## src/rtl/computie_bus_master_arb.sv

```systemverilog
// Bus master for the Computie multiplexed address/data bus: round-robin arbitration
// between two internal requesters, then one read or write bus cycle per grant.
module computie_bus_master_arb #(
  parameter int BITWIDTH = 32,
  parameter int TIMEOUT  = 255
) (
  input  logic                  clk,
  input  logic                  reset,
  input  logic [1:0]            req,
  input  logic [1:0]            req_write,
  input  logic [2*BITWIDTH-1:0] req_addr,
  input  logic [2*BITWIDTH-1:0] req_wdata,
  output logic [BITWIDTH-1:0]   rdata,
  output logic [1:0]            done,
  output logic [1:0]            error,
  output logic                  bus_request,
  input  logic                  bus_grant,
  output logic                  addr_strobe,
  output logic                  read_write,
  input  logic                  data_ack,
  output logic                  send_receive,
  output logic                  addr_oe,
  output logic                  data_oe,
  output logic                  data_dir,
  input  logic [BITWIDTH-1:0]   from_bus,
  output logic [BITWIDTH-1:0]   to_bus
);

  typedef enum logic [2:0] {
    S_IDLE, S_REQ, S_ADDR, S_DATA, S_WAIT, S_DONE, S_FAIL
  } state_t;

  localparam int CW = $clog2(TIMEOUT + 1);
  // The counter holds the number of cycles already waited; abort when this one would be the TIMEOUT-th.
  localparam logic [CW-1:0] TO_LAST = CW'(TIMEOUT - 1);

  state_t              state;
  logic [CW-1:0]       cnt;
  logic                ptr;
  logic                idx;
  logic                wr;
  logic [BITWIDTH-1:0] addr;
  logic [BITWIDTH-1:0] wdata;
  logic                win;

  always_comb begin
    win = req[1];
    if (req == 2'b11) win = ptr;
  end

  always_ff @(posedge clk) begin
    if (reset) begin
      state        <= S_IDLE;
      cnt          <= '0;
      ptr          <= 1'b0;
      idx          <= 1'b0;
      wr           <= 1'b0;
      addr         <= '0;
      wdata        <= '0;
      rdata        <= '0;
      to_bus       <= '0;
      done         <= '0;
      error        <= '0;
      bus_request  <= 1'b1;
      addr_strobe  <= 1'b1;
      read_write   <= 1'b1;
      send_receive <= 1'b0;
      addr_oe      <= 1'b0;
      data_oe      <= 1'b0;
      data_dir     <= 1'b1;
    end else begin
      done  <= '0;
      error <= '0;
      case (state)
        S_IDLE: begin
          if (|req) begin
            idx         <= win;
            wr          <= req_write[win];
            addr        <= win ? req_addr[2*BITWIDTH-1:BITWIDTH]  : req_addr[BITWIDTH-1:0];
            wdata       <= win ? req_wdata[2*BITWIDTH-1:BITWIDTH] : req_wdata[BITWIDTH-1:0];
            bus_request <= 1'b0;
            cnt         <= '0;
            state       <= S_REQ;
          end
        end
        S_REQ: begin
          if (!bus_grant) begin
            to_bus       <= addr;
            send_receive <= 1'b1;
            addr_oe      <= 1'b1;
            read_write   <= !wr;
            addr_strobe  <= 1'b0;
            state        <= S_ADDR;
          end else if (cnt >= TO_LAST) begin
            bus_request <= 1'b1;
            done[idx]   <= 1'b1;
            error[idx]  <= 1'b1;
            state       <= S_FAIL;
          end else begin
            cnt <= cnt + 1'b1;
          end
        end
        S_ADDR: begin
          addr_oe  <= 1'b0;
          data_oe  <= 1'b1;
          data_dir <= read_write;
          if (wr) begin
            to_bus       <= wdata;
            send_receive <= 1'b1;
          end else begin
            send_receive <= 1'b0;
          end
          state <= S_DATA;
        end
        S_DATA: begin
          cnt   <= '0;
          state <= S_WAIT;
        end
        S_WAIT: begin
          // Outputs are registered, so the release happens on the way into DONE/FAIL.
          if (!data_ack || cnt >= TO_LAST) begin
            addr_strobe  <= 1'b1;
            data_oe      <= 1'b0;
            send_receive <= 1'b0;
            bus_request  <= 1'b1;
            read_write   <= 1'b1;
            done[idx]    <= 1'b1;
            if (!data_ack) begin
              if (!wr) rdata <= from_bus;
              state <= S_DONE;
            end else begin
              error[idx] <= 1'b1;
              state      <= S_FAIL;
            end
          end else begin
            cnt <= cnt + 1'b1;
          end
        end
        S_DONE, S_FAIL: begin
          ptr   <= ~idx;
          state <= S_IDLE;
        end
        default: state <= S_IDLE;
      endcase
    end
  end

endmodule

```

## config.mk

```make
export PLATFORM = sky130hd
export DESIGN_NAME = computie_bus_master_arb
export DESIGN_NICKNAME = d
export VERILOG_FILES = /design/src/rtl/computie_bus_master_arb.sv
export SDC_FILE = /design/constraint.sdc
export NUM_CORES = 1
export LEC_CHECK = 0
export ABC_AREA = 1
export CAP_MARGIN = 20
export CORE_MARGIN = 2
export CORE_UTILIZATION = 40
export DETAILED_ROUTE_END_ITERATION = 12
export PLACE_DENSITY = 0.72
export SLEW_MARGIN = 20
export SYNTH_ARGS = -nofsm -noshare
export SYNTH_HDL_FRONTEND = slang
export SYNTH_SLANG_ARGS = --single-unit
```

## constraint.sdc

```tcl
create_clock -name clk -period 1.8 [get_ports clk]
set_input_delay 0.27 -clock clk [delete_from_list [all_inputs] [get_ports clk]]
set_output_delay 0.27 -clock clk [all_outputs]
set_load 0.005 [all_outputs]
```

# [Yosys cells after proc, flatten, opt, wreduce, memory -nomap -nowiden]
# Index checks and enable logic that the tools add are counted.
[classes] n_addsub=1 n_lt_le_gt_ge=4 n_eq_ne=16 muxes=43 bitwise_logic=3 n_reduce_logical=23
[op_table] op="32-bit two-way mux" count=4
[op_table] op="32-bit one-hot mux with 2 select lines" count=1
[op_table] op="8-bit two-way mux" count=4
[op_table] op="8-bit one-hot mux with 4 select lines" count=1
[op_table] op="2-bit != test, second input constant" count=8
[op_table] op="3-bit one-hot mux with 5 select lines" count=1
[op_table] op="1-bit two-way mux" count=13
[op_table] op="2-bit two-way mux" count=6
[op_table] op="3-bit two-way mux" count=4
[op_table] op="3-bit AND reduction" count=4
[op_table] op="5-bit AND reduction" count=2
[op_table] op="3-bit equality test, second input constant" count=3
[op_table] op="8-bit by 1-bit adder with 8-bit output, second input constant" count=1
[op_table] op="8-bit >= comparator, second input constant" count=1
[op_table] op="1-bit one-hot mux with 2 select lines" count=4
[op_table] op="2-bit one-hot mux with 2 select lines" count=2
[op_table] op="3-bit by 2-bit equality test with 1-bit output, second input constant" count=2
[op_table] op="1-bit one-hot mux with 3 select lines" count=2
[op_table] op="2-bit AND reduction" count=3
[op_table] op="2-bit nonzero test" count=3
[op_table] op="3-bit nonzero test" count=2
[op_table] op="1-bit by 2-bit less-than comparator with 1-bit output, second input constant" count=2
[op_table] op="4-bit AND reduction" count=1
[op_table] op="4-bit nonzero test" count=1
[op_table] op="11 further kinds" count=15
[word_totals] regBits=153 inputBits=168 out_inout_bits=75 word_cells=108

# [Depth between registers and ports, before layout]
[logic_depth] word_depth=7 ltp_mapped=10 depth_no_buf=10

# [Worst setup path before layout]
# No wires, ideal clock.
[synth_timing] kind="reg2reg" startpoint="register cnt[0]" endpoint="register cnt[1]" setup_ns=0.132 arrival_time_ns=1.298 t_required_ns=1.668 setup_slack_ns=0.370 path_stages_with_launch=11 n_path_buf=0 period_less_slack_ns=1.430 cell_sequence="dfxtp_1 > inv_1 > ha_1 > nor2_1 > nor2_1 > nand3_1 > nand2_1 > nor2_2 > nand2_2 > nand2_1 > a21oi_1"
[synth_between] elab_chain_cells=4 elab_cells_between_ends=10 cone_classes="add/sub (1); order compare (1); eq/ne (2); mux (4); reduce/logical (2)"
[synth_rtl] item="start: declaration" line_no="38" source="logic [CW-1:0] cnt;"
[synth_rtl] item="start signal: assignment" line_no="100" source="cnt <= cnt + 1'b1;"
[synth_rtl] item="start signal: assignment" line_no="136" source="cnt <= cnt + 1'b1;"
[synth_rtl] item="8-bit by 1-bit adder with 8-bit output or 8-bit >= comparator (tied branches)"
[synth_rtl] item="8-bit two-way mux or 1-bit logical OR (tied branches)" line_no="94, 121"
[synth_rtl] item="8-bit two-way mux or 2-bit != test (tied branches)"
[synth_rtl] item="8-bit one-hot mux with 4 select lines or 5-bit AND reduction (tied branches)"
# Several ways; a longest one is shown, not always the timed one. The select of a mux whose other input is x is not followed.
# A chain may end at the register's enable or synchronous reset.

# [Final worst setup path]
[layout_timing] startpoint="register state[1]" endpoint="register rdata[21]"
[layout_between] elab_chain_cells=2
[layout_rtl] item="start: declaration" line_no="37" source="state_t state;"
[layout_rtl] item="start signal: assignment" line_no="53" source="state <= S_IDLE;"
[layout_rtl] item="start signal: assignment" line_no="83" source="state <= S_REQ;"
[layout_rtl] item="start signal: assignment" line_no="93" source="state <= S_ADDR;"
[layout_rtl] item="3-bit equality test" line_no="74" source="case (state)"
[layout_rtl] item="4-bit AND reduction (no line)"
[layout_rtl] item="end signal: assignment" line_no="129" source="if (!wr) rdata <= from_bus;"
[layout_rtl] item="end: declaration" line_no="13" source="output logic [BITWIDTH-1:0] rdata,"
# Every way passes these cells.

==> impl_metrics.tcl <==
set metrics [dict create \
    status "finished, final reports clean" \
    hold_path_startpoint "reset" \
    cts_resized 0 \
    drt_iter0_drc 375 \
    cts-htree-levels 4 \
    viasPerCell 4.94 \
    grt_util_all_layers_pct 23.0 \
    n_antenna_cell 0 \
    die_area_um2 17400 \
    grt_pass1_vias 6443 \
    synthTopCellsByCount "nand2_1 (169), nor2_1 (160), dfxtp_1 (153)" \
    final_cells 1371 \
    required_ns 2.11 \
    crit_slowest_cell "dfxtp_1" \
    clock_sinks 153 \
    antenna_found_initial 0 \
    clk_path_buf_depth 2 \
    area_delta_synth_final_pct 52.6 \
    post_cts_buffers 0 \
    max_freq_mhz 617 \
    tns_ns 0 \
    overflow 0 \
    insertion_delay_ns 0.43 \
    io_buffers 242 \
    cts_tree "built" \
    io-pin-count 243 \
    setup_violations 0 \
    r2r_slack_ns 0.18 \
    crit_family "simple AND/OR/NAND/NOR gates" \
    wl_per_cell_um 14.4 \
    dr_total_vias 6775 \
    cts-hold-fix-buffers 0 \
    layout-drive-gt1-share_pct 7.01 \
    hold_viol 0 \
    yosysTopAreaCellShare_pct 46.9 \
    path_depth 7 \
    die_y_um 132 \
    slowest_delay_ns 0.40 \
    die_x_um 132 \
    clock-root-buffer "clkbuf_16" \
    hold-path-cell-count 3 \
    hold_ws_ns 0.334 \
    synth.most_common_cell "nand2_1" \
    leakage_nw 3.72 \
    fin_crit_sh_pct 90.1 \
    rows 46 \
    synth_edf_count 0 \
    fillers 1448 \
    synth_cell_types 32 \
    wirelength_mm 19.8 \
    cts.clk_slew.worst_paths_ns 0.06 \
    crit_path_start_kind "flop" \
    gp_congestion 0.856 \
    post-route-drc-count 0 \
    timing.rr.end "rdata[21]$_SDFFE_PP0P_" \
    async_reset_ff_share_pct 0 \
    skew_ns 0.00706 \
    reg2reg_depth 7 \
    numCtsBuffers 17 \
    seqCellArea_um2 3060 \
    maxCapViolations 0 \
    netlist_area_um2 6530 \
    grt_max_degree 93 \
    ant_nets 0 \
    yosys-top-cells-area "dfxtp_1 (47%), nand2_1 (9.7%), nor2_1 (9.2%), a21oi_1 (8.7%), o21ai_0 (6.7%)" \
    multi_input_area_um2 3000 \
    tightestPinTransition_ns 0.565 \
    final_area_um2 9970 \
    critical_path_arrival_ns 1.93 \
    dp.cells 1339 \
    slew_headroom_pct 62.1 \
    yosys_register_bits 153 \
    hpwlAfterDp_mm 13.8 \
    ys.flop_type "dfxtp_1" \
    dpl_cell_area_um2 9310 \
    avgSynthCellArea_um2 7.13 \
    synthCells 916 \
    hold_end "send_receive$_SDFFE_PP0P_" \
    path_cells "nor2_1 > nand2_2 > inv_2 > nand3_2 > buf_4 > o21ai_1 > a21oi_1" \
    rsz0062_at_grt "false" \
    path_buf_inv 2 \
    vdd_drop_max_mv 0.726 \
    p_per_area_nw_per_um2 1400 \
    synth_seq_area_share_pct 46.9 \
    drv_slew 0 \
    r2r_start "state[1]$_SDFFE_PP0P_" \
    synth_area_leader_cell "dfxtp_1" \
    worstSetupPathType "flop to flop" \
    period_needed_ns 1.62 \
    core_area_um2 15900 \
    grt_pass1_wl_mm 32.1 \
    worst-path-max-fanout 19 \
    yosys_warnings 0 \
    hold_class "primary input to flop" \
    start_util_pct 41.0 \
    critPathCaptureType "flop" \
    final_nets 1312 \
    dr.pass1.iters 5 \
    syn-num-nets 1086 \
]
final cells by class:
cell class	count	area share, %
clock buffers	18	4.41
repair buffers	270	27.8
flip-flops and latches	153	30.7
multi-input cells	645	30.1
clock inverters	14	2.20
inverters	55	2.10
well taps	216	2.71
report_power, final:
part           internal, mW  total, mW  leakage [nW]  switching [mW]
sequential             4.29       4.81          1.25           0.512
combinational          2.41       5.19          2.15            2.78
clock                  2.51       3.95         0.317            1.45
worst max path at each step:
| stage | from | to | slack [ns] |
|---|---|---|---|
| after floorplan | cnt[0]$_SDFFE_PP0P_ | cnt[1]$_SDFFE_PP0P_ | 0.37 |
| after detailed placement | req[1] | wdata[9]$_SDFFE_PP0P_ | -0.07 |
| after global placement | req[1] | addr[9]$_SDFFE_PP0P_ | -0.06 |
| final | state[1]$_SDFFE_PP0P_ | rdata[21]$_SDFFE_PP0P_ | 0.18 |
| after CTS | read_write$_SDFFE_PP1P_ | read_write | 0.18 |
| after global routing | state[0]$_SDFFE_PP0P_ | rdata[3]$_SDFFE_PP0P_ | 0.06 |
logic make-up (layout without fill, tap and decap cells):
family / Yosys count / after routing / share of synthesized area [%]
and+or+nand+nor: 368 / 368 / 22.8
buffers and inverters: 118 / 357 / 7.43
DFF: 153 / 153 / 46.9
AOI/OAI and AO/OA: 273 / 273 / 22.2
adders and majority gates: 2 / 2 / 0.383
xor gates and xnor gates: 2 / 2 / 0.268
worst reg2reg max path, cell delays in order, from the launching register on:
cell and delay [ns]:
dfxtp_1 0.40, nor2_1 0.19, nand2_2 0.12, inv_2 0.13
nand3_2 0.14, buf_4 0.23, o21ai_1 0.23, a21oi_1 0.06
routing by layer:
layer	up-vias	track usage, %	share of wire (%)
met3	22	7.69	8.4
met2	227	39.1	48
li1	3471	-	-
met5	-	0	0
met1	3055	27.3	42
met4	0	8.27	1.6
registers in the layout (all words and copies together), names as in the netlist, 2 cells and up:
name,count
cnt,8
done,2
to_bus,32
addr,32
rdata,32
error,2
wdata,32
state,3
through the flow:
stage	setup slack [ns]	utilization, %	power [mW]
floorplan	0.370	-	7.77
global placement	-0.0590	58.4	9.98
detailed placement	-0.0726	58.4	10.1
CTS	0.182	62.5	14.1
global route	0.0558	62.5	14.9
finish	0.179	62.5	14.0
cell usage in the layout (no fill, tap or decap), types with 3 or more instances in the layout:
| cell type | n |
|---|---|
| buf_4 | 18 |
| a31oi_1 | 20 |
| inv_2 | 5 |
| o21ai_0 | 88 |
| dfxtp_1 | 153 |
| inv_6 | 3 |
| o21ai_1 | 35 |
| clkbuf_16 | 17 |
| a21oi_1 | 113 |
| nand3_1 | 18 |
| a311oi_1 | 12 |
| clkdlybuf4s50_1 | 241 |
| bufinv_16 | 5 |
| inv_1 | 47 |
| buf_12 | 11 |
| nand2_1 | 169 |
| nor2_1 | 160 |
| nor3_1 | 4 |
| nand2_2 | 6 |
Power figures use the tool's default switching activity.
